<file path="src/rtl/sinc_interp_seq.sv">
// rtl/sinc_interp_seq.sv - upstream sequencer for the 19-tap polyphase sinc interpolator
//
// Buffers one input sample (valid/ready), then sequences the filter: one
// ADVANCE cycle (pre_load/sinc_en high, sample shifted in) followed by INTERP
// phase selections. A FILTER_LATENCY-deep tag pipe marks which filter outputs
// are real interpolated samples.
//
// Ports:
//   clk, rst          clock, synchronous active-high reset
//   in_sample/in_valid/in_ready   16-bit signed sample handshake
//   phase_en          output-rate enable, phase counter advances only when high
//   filt_sample, pre_load, sinc_en, sinc_select   filter controls
//   out_valid, out_phase          tag aligned with the filter's registered output
//   busy              state is not IDLE
//   underrun          sticky: a phase sweep ended with no sample buffered
module sinc_interp_seq #(
  parameter int INTERP         = 10,
  parameter int PHASE_START    = 1,
  parameter int FILTER_LATENCY = 2
) (
  input  logic        clk,
  input  logic        rst,
  input  logic [15:0] in_sample,
  input  logic        in_valid,
  output logic        in_ready,
  input  logic        phase_en,
  output logic [15:0] filt_sample,
  output logic        pre_load,
  output logic        sinc_en,
  output logic [4:0]  sinc_select,
  output logic        out_valid,
  output logic [4:0]  out_phase,
  output logic        busy,
  output logic        underrun
);

  typedef enum logic [1:0] {
    IDLE    = 2'd0,
    ADVANCE = 2'd1,
    PHASE   = 2'd2
  } state_t;

  localparam logic [4:0] LAST_CNT  = 5'(INTERP - 1);
  localparam logic [4:0] START_SEL = 5'(PHASE_START);

  state_t state, state_nxt;

  logic [15:0] hold;
  logic        hold_valid;
  logic [4:0]  cnt;
  logic        accept;
  logic        sweep_end;

  logic [FILTER_LATENCY-1:0]      tag_valid;
  logic [FILTER_LATENCY-1:0][4:0] tag_phase;

  assign in_ready    = !hold_valid;
  assign accept      = in_valid && in_ready;
  assign filt_sample = hold;
  assign busy        = (state != IDLE);
  assign out_valid   = tag_valid[FILTER_LATENCY-1];
  assign out_phase   = tag_phase[FILTER_LATENCY-1];

  always_ff @(posedge clk) begin
    if (rst) state <= IDLE;
    else     state <= state_nxt;
  end

  always_comb begin
    state_nxt   = state;
    pre_load    = 1'b0;
    sinc_en     = 1'b0;
    sinc_select = 5'd0;
    sweep_end   = 1'b0;
    case (state)
      IDLE: begin
        if (hold_valid) state_nxt = ADVANCE;
      end
      ADVANCE: begin
        pre_load  = 1'b1;
        sinc_en   = 1'b1;
        state_nxt = PHASE;
      end
      PHASE: begin
        sinc_select = START_SEL + cnt;
        if (phase_en && cnt == LAST_CNT) begin
          sweep_end = 1'b1;
          // A sample accepted on this very cycle is enough to keep streaming.
          state_nxt = (hold_valid || accept) ? ADVANCE : IDLE;
        end
      end
      default: state_nxt = IDLE;
    endcase
  end

  always_ff @(posedge clk) begin
    if (rst) begin
      hold       <= 16'd0;
      hold_valid <= 1'b0;
      cnt        <= 5'd0;
      underrun   <= 1'b0;
      tag_valid  <= '0;
      tag_phase  <= '0;
    end else begin
      if (accept) begin
        hold       <= in_sample;
        hold_valid <= 1'b1;
      end else if (state == ADVANCE) begin
        hold_valid <= 1'b0;
      end

      if (state == ADVANCE)
        cnt <= 5'd0;
      else if (state == PHASE && phase_en && cnt < LAST_CNT)
        cnt <= cnt + 5'd1;

      if (sweep_end && !(hold_valid || accept))
        underrun <= 1'b1;

      // Only enabled phase cycles produce a real filter output later on.
      tag_valid[0] <= (state == PHASE) && phase_en;
      tag_phase[0] <= ((state == PHASE) && phase_en) ? sinc_select : 5'd0;
      for (int i = 1; i < FILTER_LATENCY; i++) begin
        tag_valid[i] <= tag_valid[i-1];
        tag_phase[i] <= tag_phase[i-1];
      end
    end
  end

endmodule

</file>
<file path="config.mk">
export PLATFORM = sky130hd
export DESIGN_NAME = sinc_interp_seq
export DESIGN_NICKNAME = d
export VERILOG_FILES = /design/src/rtl/sinc_interp_seq.sv
export SDC_FILE = /design/constraint.sdc
export NUM_CORES = 1
export LEC_CHECK = 0
export CAP_MARGIN = 5
export CORE_ASPECT_RATIO = 1.2
export CORE_UTILIZATION = 30
export DETAILED_ROUTE_END_ITERATION = 12
export PLACE_DENSITY = 0.55
export SLEW_MARGIN = 20
export SYNTH_ARGS = -nofsm -noshare
export SYNTH_HDL_FRONTEND = slang
export SYNTH_SLANG_ARGS = --single-unit
</file>
<file path="constraint.sdc">
create_clock -name clk -period 2.1 [get_ports clk]
set_input_delay 0.63 -clock clk [delete_from_list [all_inputs] [get_ports clk]]
set_output_delay 0.63 -clock clk [all_outputs]
set_load 0.01 [all_outputs]
</file>
==> out/qor.txt <==
Final Cycle Share: 93.4%
FF-to-FF setup slack: 0.74 ns
status: completed
Chip Height: 77.8 µm
Worst setup SP type: flop
drt total wl: 3.04 mm
fin nets: 238
Worst path depth: 4
Remaining DRCs: 0
Worst-Skew Late Latency: 0.28 ns
antenna violations before repair: 0
Power Total: 0.00156 W
crit end category: output pin
peak supply drop: 373 µV
Setup crit end: sinc_select[2]
# setup viols final: 0
PortBufs: 51
clock sinks: 37
YS warnings: 0
number of global-route vias before repair: 1193
hold_buf cts: 0
Slew HR: 61.6%
First-pass DRT Iterations: 4
Synth-to-Final Area Change: 49.3%
maximum root-to-sink buffer count: 2
most common cell in the synthesized netlist: dfxtp_1
Post-synth ARST share: 0%
Fmax: 510 MHz
arrival time worst endpoint: 1.33 ns
Post-DP Area: 2010 µm²
Yosys reg bits: 37
core area: 4590 µm²
Final Util: 46.7%
DP Wirelength: 2.25 mm
area leader, netlist: dfxtp_1
reg2reg start: cnt[2]$_SDFFE_PP0P_
CP max FO: 4
critical path buffer and inverter count: 1
Seq/Total Area, Yosys: 51.6%
Cell variety after synth: 33
CP peak stage delay: 0.34 ns
ranking of synthesized cells by area: dfxtp_1 52%, nand2_1 8.6%, a21oi_1 7.0%
Max Cap Violations: 0
Antenna Violating Nets Remaining: 0
GR Util All Layers: 13.0%
Post-Syn Area: 1440 µm²
RSZ-0062 raised after global routing: no
HP Class: flop to flop
# IOs: 52
xor and xnor fraction of the mapped netlist area: 1.83%
most common library cells after synthesis: 37 x dfxtp_1, 33 x nand2_1, 20 x a21oi_1, 8 x nor2_1, 8 x nor2b_1
reg2reg path depth: 4
FP Rows: 27
Placer Congestion: 0.888
GRT overflow: 0
leakage: 0.832 nW
largest family of logic cells by synthesized area: simple AND/OR/NAND/NOR gates
Mapped Cells: 163
Die W: 65.2 µm
simple-gate area share of the yosys netlist: 24.6%
mux share of post-synthesis cell area: 0%
clk root buf: clkbuf_8
first-pass GRT wire length: 5.20 mm
Crit. Startpoint: cnt[1]$_SDFFE_PP0P_
Clock Skews: 0.00263 ns
syn_nets: 185
Final Cell Area: 2140 µm²
layout cell share with drive strength beyond 1: 16.6%
detailed router's first-iteration violation count: 64
Post-synth EDFFs: 0
Power per Cell Area: 727 nW/µm²
Worst R2R End: state[0]$_SDFFE_PP0P_
ant diodes: 0
Initial Util: 31.3%
routed via count: 1228
adder-cell share of the synthesized area: 1.74%
Syn Area/Cell: 8.81 µm²
drt wl/cell: 11.1 µm
# Post-CTS Setup Buffers: 0
Worst-Margin Slew: 0.576 ns
Critical-path top delay cell: dfxtp_2
largest net degree at the start of global routing: 23
Reg clk slew, reported paths: 0.07 ns
CP Cell Sequence: ha_4, xnor2_1, nor2_1, dlygate4sd2_1
Pins Over Slew Limit: 0
Min Clock Period, post-route: 1.96 ns
DR vias/cell: 4.47
CP Class: flop to output pin
CTS H-Tree Depth: 2
Yosys top cell area share: 51.6%
setup_tns: 0 ns
CP delay by family, top: flip-flops
CTS tree: done
count of final hold-check violations: 0
Req. time, crit path: 1.47 ns
CTS Buf Count: 5
die area: 5070 µm²
most used flip-flop cell after synthesis: dfxtp_1
Synth Area in Compound Gates: 11.9%
how the worst min path moves through the flow:
stage / start / endpoint / slack, ns / depth (start not counted)
2_1_floorplan: tag_phase[0]$_SDFF_PP0_ / out_phase[0]$_SDFF_PP0_ / 0.41 / 1
3_3_place_gp: tag_valid[0]$_SDFF_PP0_ / tag_valid[1]$_SDFF_PP0_ / 0.42 / 1
3_5_place_dp: tag_valid[0]$_SDFF_PP0_ / tag_valid[1]$_SDFF_PP0_ / 0.42 / 1
4_1_cts: tag_valid[0]$_SDFF_PP0_ / tag_valid[1]$_SDFF_PP0_ / 0.44 / 1
5_1_grt: tag_phase[1]$_SDFF_PP0_ / out_phase[1]$_SDFF_PP0_ / 0.46 / 1
6_report: tag_valid[0]$_SDFF_PP0_ / tag_valid[1]$_SDFF_PP0_ / 0.43 / 1
per-layer routing:
layer | share of wire, % | vias to the layer above | global-route usage (%)
met5 | 0 | - | 0
met4 | 1.0 | 0 | 4.57
met3 | 6.9 | 5 | 3.97
met2 | 47 | 41 | 21.9
met1 | 45 | 548 | 15.5
li1 | - | 634 | -
area by class of cell:
class,count,area (µm²)
Fill cell,472,2450
Sequential cell,37,743
Multi-Input combinational cell,104,611
Timing Repair Buffer,63,579
Clock buffer,6,82.6
Tap cell,58,72.6
Clock inverter,2,37.5
Inverter,5,18.8
power by group:
group	internal [W]	switching [W]	leakage [nW]	total [W]
clock network	0.000386	0.000243	0.0574	0.000629
logic	0.000106	0.0000824	0.472	0.000188
registers	0.000727	0.0000157	0.302	0.000742
total	0.00122	0.000341	0.832	0.00156
timing repair:
action,4_1_cts,5_1_grt
setup endpoints to repair,8,3
resized for setup,12,10
pin swaps,0,0
endpoints found under the hold margin,0,0
cell families after synthesis:
family / Yosys count
compound gates: 30
xor+xnor: 3
buf+inv: 22
simple gates: 69
flops: 37
fa+ha+maj: 2
metrics by stage:
stage | std cells | hold WS [ns] | worst slack, ns
floorplan | 163 | 0.414 | 0.364
global placement | 267 | 0.419 | 0.0209
detailed placement | 267 | 0.423 | -0.0240
CTS | 275 | 0.440 | -0.0592
global route | 275 | 0.460 | 0.0672
finish | 275 | 0.434 | 0.138
registers in the layout (all words and copies together), names as in the netlist:
register     cells
tag_valid        2
hold_valid       1
underrun         1
cnt              5
filt_sample     16
out_phase        5
tag_phase        5
state            2
cell usage in the layout (no fill, tap or decap), drive strengths merged, types with 3 or more instances in the layout:
cell type	instances
dlygate4sd2	5
nand2	33
a21oi	20
dfxtp	37
clkbuf	9
buf	12
clkdlybuf4s50	43
o21ai	3
nor2b	8
inv	5
nand3b	3
nor2	13
Note: power is estimated with default switching activity, not from simulation.
